<file path="src/rtl/div_period_meter_if.sv">
// div_period_meter_if: signal bundle between a divided-clock source/consumer and the period meter.
//   CNT_W : width of the period fields (exp_period, period, high_time)
//   ERR_W : width of the mismatch counter
// The master modport drives sig_in/exp_period and reads the results.
// The slave modport is the meter's side.
interface div_period_meter_if #(
    parameter int unsigned CNT_W = 8,
    parameter int unsigned ERR_W = 8
);
    logic             sig_in;
    logic [CNT_W-1:0] exp_period;
    logic [CNT_W-1:0] period;
    logic             period_vld;
    logic             locked;
    logic [ERR_W-1:0] err_cnt;
    logic             timeout;
    logic [CNT_W-1:0] high_time;

    modport master (
        output sig_in, exp_period,
        input  period, period_vld, locked, err_cnt, timeout, high_time
    );

    modport slave (
        input  sig_in, exp_period,
        output period, period_vld, locked, err_cnt, timeout, high_time
    );
endinterface

</file>
<file path="src/rtl/div_period_meter.sv">
// div_period_meter: measures the period of a slow divided clock in clk cycles.
// Ports:
//   clk        : system clock, rising edge
//   rst_n      : asynchronous active-low reset
//   mon.slave  : sig_in/exp_period in; period, period_vld, locked, err_cnt, timeout,
//                high_time out
// sig_in is synchronised (s1, s2) and edge-detected (s3). Each rising edge closes a
// period, which is compared against exp_period to drive lock and the mismatch count.
// No edge for 2^CNT_W-1 cycles raises timeout and drops back to idle.
// Optional macro DIV_PERIOD_METER_DUTY_EN adds the high_time measurement; without it
// high_time is tied to 0.
module div_period_meter #(
    parameter int unsigned CNT_W  = 8,
    parameter int unsigned LOCK_N = 4,
    parameter int unsigned ERR_W  = 8
) (
    input logic               clk,
    input logic               rst_n,
    div_period_meter_if.slave mon
);
    localparam logic [CNT_W-1:0] CntMax = '1;
    localparam logic [CNT_W-1:0] CntOne = CNT_W'(1);
    localparam logic [ERR_W-1:0] ErrMax = '1;
    localparam int unsigned      MatchW = 4;
    localparam logic [MatchW-1:0] LockN = MatchW'(LOCK_N);

    typedef enum logic {StIdle, StMeasure} state_e;

    state_e state_q, state_d;

    logic              s1_q, s2_q, s3_q;
    logic [CNT_W-1:0]  cnt_q, cnt_d;
    logic [CNT_W-1:0]  period_q, period_d;
    logic              period_vld_q, period_vld_d;
    logic              timeout_q, timeout_d;
    logic [MatchW-1:0] match_q, match_d;
    logic [ERR_W-1:0]  err_q, err_d;

    logic rise, period_done, timeout_evt, exp_hit;

    assign rise        = s2_q & ~s3_q;
    assign period_done = (state_q == StMeasure) && rise;
    // An edge in the same cycle the counter tops out is still a valid period.
    assign timeout_evt = (state_q == StMeasure) && !rise && (cnt_q == CntMax);
    assign exp_hit     = (mon.exp_period != '0) && (mon.exp_period == cnt_q);

    // State register
    always_ff @(posedge clk or negedge rst_n) begin
        if (!rst_n) begin
            state_q <= StIdle;
        end else begin
            state_q <= state_d;
        end
    end

    // Next-state logic
    always_comb begin
        state_d = state_q;
        case (state_q)
            StIdle:    if (rise) state_d = StMeasure;
            StMeasure: if (timeout_evt) state_d = StIdle;
        endcase
    end

    // Datapath next-state and registered outputs
    always_comb begin
        cnt_d        = cnt_q;
        period_d     = period_q;
        period_vld_d = 1'b0;
        timeout_d    = timeout_q;
        match_d      = match_q;
        err_d        = err_q;

        if (rise) begin
            cnt_d = CntOne;
        end else if (timeout_evt) begin
            cnt_d = '0;
        end else if (state_q == StMeasure) begin
            cnt_d = cnt_q + CntOne;
        end

        if (period_done) begin
            period_d     = cnt_q;
            period_vld_d = 1'b1;
            timeout_d    = 1'b0;
            if (exp_hit) begin
                if (match_q != LockN) match_d = match_q + MatchW'(1);
            end else begin
                match_d = '0;
                if (err_q != ErrMax) err_d = err_q + ERR_W'(1);
            end
        end else if (timeout_evt) begin
            timeout_d = 1'b1;
            match_d   = '0;
        end
    end

    always_ff @(posedge clk or negedge rst_n) begin
        if (!rst_n) begin
            s1_q         <= 1'b0;
            s2_q         <= 1'b0;
            s3_q         <= 1'b0;
            cnt_q        <= '0;
            period_q     <= '0;
            period_vld_q <= 1'b0;
            timeout_q    <= 1'b0;
            match_q      <= '0;
            err_q        <= '0;
        end else begin
            s1_q         <= mon.sig_in;
            s2_q         <= s1_q;
            s3_q         <= s2_q;
            cnt_q        <= cnt_d;
            period_q     <= period_d;
            period_vld_q <= period_vld_d;
            timeout_q    <= timeout_d;
            match_q      <= match_d;
            err_q        <= err_d;
        end
    end

    assign mon.period     = period_q;
    assign mon.period_vld = period_vld_q;
    assign mon.locked     = (match_q == LockN);
    assign mon.err_cnt    = err_q;
    assign mon.timeout    = timeout_q;

`ifdef DIV_PERIOD_METER_DUTY_EN
    logic [CNT_W-1:0] hcnt_q, hcnt_d;
    logic [CNT_W-1:0] high_time_q, high_time_d;

    // hcnt counts s2-high cycles since the last edge; the edge cycle itself counts as 1.
    always_comb begin
        hcnt_d      = hcnt_q;
        high_time_d = high_time_q;
        if (rise) begin
            hcnt_d = CntOne;
        end else if (state_q == StIdle) begin
            hcnt_d = '0;
        end else if (s2_q && (hcnt_q != CntMax)) begin
            hcnt_d = hcnt_q + CntOne;
        end

        if (period_done) begin
            high_time_d = hcnt_q;
        end else if ((state_q == StIdle) || timeout_evt) begin
            high_time_d = '0;
        end
    end

    always_ff @(posedge clk or negedge rst_n) begin
        if (!rst_n) begin
            hcnt_q      <= '0;
            high_time_q <= '0;
        end else begin
            hcnt_q      <= hcnt_d;
            high_time_q <= high_time_d;
        end
    end

    assign mon.high_time = high_time_q;
`else
    assign mon.high_time = '0;
`endif
endmodule
</file>
<file path="src/flat_wrapper.sv">
// flat-port wrapper written by rule: the top's interface ports become plain ports
module div_period_meter_flat 
#(
    parameter int unsigned CNT_W  = 8,
    parameter int unsigned LOCK_N = 4,
    parameter int unsigned ERR_W  = 8
)
  (clk, rst_n, mon_sig_in, mon_exp_period, mon_period, mon_period_vld, mon_locked, mon_err_cnt, mon_timeout, mon_high_time);
  div_period_meter_if #(.CNT_W(CNT_W), .ERR_W(ERR_W)) mon_i ();
  input logic clk;
  input logic rst_n;
  input wire logic [$bits(mon_i.sig_in)-1:0] mon_sig_in;
  input wire logic [$bits(mon_i.exp_period)-1:0] mon_exp_period;
  output wire logic [$bits(mon_i.period)-1:0] mon_period;
  output wire logic [$bits(mon_i.period_vld)-1:0] mon_period_vld;
  output wire logic [$bits(mon_i.locked)-1:0] mon_locked;
  output wire logic [$bits(mon_i.err_cnt)-1:0] mon_err_cnt;
  output wire logic [$bits(mon_i.timeout)-1:0] mon_timeout;
  output wire logic [$bits(mon_i.high_time)-1:0] mon_high_time;
  assign mon_i.sig_in = mon_sig_in;
  assign mon_i.exp_period = mon_exp_period;
  assign mon_period = mon_i.period;
  assign mon_period_vld = mon_i.period_vld;
  assign mon_locked = mon_i.locked;
  assign mon_err_cnt = mon_i.err_cnt;
  assign mon_timeout = mon_i.timeout;
  assign mon_high_time = mon_i.high_time;
  div_period_meter #(.CNT_W(CNT_W), .LOCK_N(LOCK_N), .ERR_W(ERR_W)) u_core (.clk(clk), .rst_n(rst_n), .mon(mon_i));
endmodule
</file>
<file path="config.mk">
export PLATFORM = sky130hd
export DESIGN_NAME = div_period_meter_flat
export DESIGN_NICKNAME = d
export VERILOG_FILES = /design/src/rtl/div_period_meter_if.sv /design/src/rtl/div_period_meter.sv /design/src/flat_wrapper.sv
export SDC_FILE = /design/constraint.sdc
export NUM_CORES = 1
export LEC_CHECK = 0
export BUFFER_PORTS_ARGS = -buffer_cell sky130_fd_sc_hd__buf_2
export CORE_MARGIN = 5
export CORE_UTILIZATION = 50
export DETAILED_ROUTE_END_ITERATION = 8
export GPL_ROUTABILITY_DRIVEN = 0
export PLACE_DENSITY = 0.71
export SYNTH_ARGS = -nofsm -noshare
export SYNTH_HDL_FRONTEND = slang
export SYNTH_SLANG_ARGS = --single-unit
</file>
<file path="constraint.sdc">
create_clock -name clk -period 2.2 [get_ports clk]
set_input_delay 0.11 -clock clk [delete_from_list [all_inputs] [get_ports clk]]
set_output_delay 0.11 -clock clk [all_outputs]
set_load 0.02 [all_outputs]
</file>
==> reports/qor.csv <==
metric;value;unit
worst_ep_required_time;2440;ps
core-area;3360;µm²
synth_edf_count;0;
final_area;2000;µm²
grtUsageTotal;16.7;%
dieArea;4780;µm²
h-tree-depth;2;
ir_drop;0.427;mV
synthTopCellsByArea;dfrtp_1 49%, nand2_1 7.1%, xor2_1 5.0%;
rsz0062_at_grt;false;
end_kind;flop;
synth_top_family_by_area;simple AND/OR/NAND/NOR gates;
synthMuxAreaShare;2.36;%
yosys.area_share.adder;2.86;%
drv_slew;0;
first_pass_iters;4;
fmax;556;MHz
fin_crit;1800;ps
grt_max_degree;35;
routed_wl;3660;µm
routed.top_layer;met4;
cp_max_fo;6;
path_class;reg -> reg;
die_h;69.2;µm
yosysTopAreaCellShare;48.6;%
wl_met3;191;µm
r2r_cells;6;
io_pins;38;
cts_tree;done;
clock-sinks;34;
syn_inst;180;
status;complete, no violations;
yosysSeqAreaShare;48.6;%
ant_nets;0;
cts_buffer_depth;2;
fin_nets;231;
yosys_warnings;0;
grt_pass1_vias;1327;
drc_errors;0;
synth-compound-area-share;7.51;%
drtIter0Drc;81;
holdCritPathClass;in -> async;
power_density;880;nW/µm²
area_growth;14.3;%
ys_types;40;
n_antenna_cell;0;
cap_violations;0;
dr_total_vias;1366;
synth_xor_area_share;8.01;%
path_clk_slew;110;ps
period_share;81.8;%
crit_arrival;2040;ps
start_kind;flop;
fin_setup_tns;0;ps
synth_simple_gate_area_share;23.9;%
initial_core_util;52.0;%
num_rows;21;
post-dp-hpwl;2740;µm
drive_gt1_share;22.6;%
synth_ff_type;dfrtp_1;
clock_latency;340;ps
ys_ff_latch;34;
max_slew_margin;49.4;%
power.leakage;1.00;nW
fill_cells;338;
grt_pass1_wl;6460;µm
wl_per_cell;13.9;µm
wl_met1;1610;µm
vias_per_cell;5.19;
async_flop_share;100;%
overflow;0;
cts_made_buffers;5;
clock-root-buffer;clkbuf_4;
multi_input_area;811;µm²
avgSynthCellArea;9.72;µm²
die_w;69.2;µm
seq_area;851;µm²
synth_top_area_cell;dfrtp_1;
setup_violations;0;
hold_viol;0;
portBuffers;29;
p_total;1.76;mW
fin_skew;5.31;ps
postPlaceCellArea;1920;µm²
tightest_slew;759;ps
wl_met2;1780;µm
antenna_found_initial;0;
syn_area;1750;µm²
## cell usage after synthesis (5+ instances only)
library cell / n
and3_1: 5
buf_4: 9
dfrtp_1: 34
inv_1: 5
nand2_1: 33
nand3_1: 5
nand4_1: 8
nor2_1: 10
o21ai_0: 8
xnor2_1: 6
xor2_1: 10
## cells in the final DEF, fill, tap and decap left out, types with 3 or more instances in the layout
cell type / n
a21oi_1: 3
buf_2: 29
and3_1: 5
nor2_1: 10
nand3_1: 5
inv_1: 5
clkbuf_4: 5
conb_1: 8
buf_4: 4
o21ai_0: 8
ha_1: 4
nand4_1: 8
nand2_1: 33
mux2i_1: 3
xnor2_1: 6
nor4_1: 4
dfrtp_1: 34
xor2_1: 10
nand2b_1: 4
## critical path: stages, from the launching register on
cell	delay, ps
dfrtp_1	450
ha_1	220
nand4_1	180
or3_1	490
nand2_1	120
o31ai_2	60
a21o_1	170
## per-stage QoR
stage | util (%) | instances | hold slack (ps) | setup WS (ps)
floorplan | - | 187 | -186 | 578
global placement | 57.0 | 253 | 213 | 480
detailed placement | 57.0 | 253 | 220 | 437
CTS | 59.5 | 263 | 341 | 414
global route | 59.5 | 263 | 375 | 270
finish | 59.5 | 263 | 357 | 400
## state kept, by name, summed over array words and instances (netlist names)
name and flops:
u_core.cnt_q 8, u_core.mon.err_cnt 8, u_core.mon.period 8, u_core.match_q 4, u_core.mon.period_vld 1, u_core.mon.timeout 1, u_core.s1_q 1, u_core.s2_q 1
u_core.s3_q 1, u_core.state_q 1
## report_power, final
part	internal, mW	switching (mW)	leakage (nW)
clock network	0.154	0.220	0.0343
registers	0.739	0.146	0.426
logic	0.200	0.303	0.542
## final cells by class
| type | count | share of cell area [%] |
|---|---|---|
| Clock buffer | 6 | 2.56 |
| Clock inverter | 2 | 0.625 |
| Inverter | 6 | 1.13 |
| Multi-Input combinational cell | 134 | 40.5 |
| Sequential cell | 34 | 42.5 |
| Tap cell | 46 | 2.88 |
| Timing Repair Buffer | 35 | 9.76 |
## cell families (layout without fill, tap and decap cells)
family | Yosys count | after routing
XOR/XNOR | 16 | 16
adder cells (fa/ha/maj) | 4 | 4
buffers and inverters | 19 | 49
flip-flops | 34 | 34
multiplexers | 4 | 4
AO/OA/AOI/OAI | 20 | 20
AND/OR/NAND/NOR | 82 | 82
other | 1 | 8
## final timing paths
| check | startpoint | endpoint | slack [ps] |
|---|---|---|---|
| worst max-delay path | u_core.cnt_q[0] | u_core.match_q[3] | 400 |
| worst min-delay path | rst_n | u_core.mon.period[3] | 360 |
| worst max register to register | u_core.cnt_q[0] | u_core.match_q[3] | 400 |
| worst min register to register | u_core.s1_q | u_core.s2_q | 360 |
| max in group asynchronous | rst_n | u_core.mon.timeout | 1360 |
| min in group clk | mon_exp_period[3] | u_core.mon.err_cnt[0] | 360 |
## repair_timing
| item | 4_1_cts | 5_1_grt |
|---|---|---|
| hold endpoints to repair | 35 | 0 |
| resized for setup | 0 | 0 |
| hold buffers | 2 | 0 |
| endpoints found under the setup margin | 0 | 0 |
| buffers inserted | 0 | 0 |
## layer usage
layer,up-vias,GRT usage (%)
met5,-,0
met4,0,6.07
met3,9,5.36
met2,33,26.8
met1,652,21.0
li1,672,-
Power figures use the tool's default switching activity.
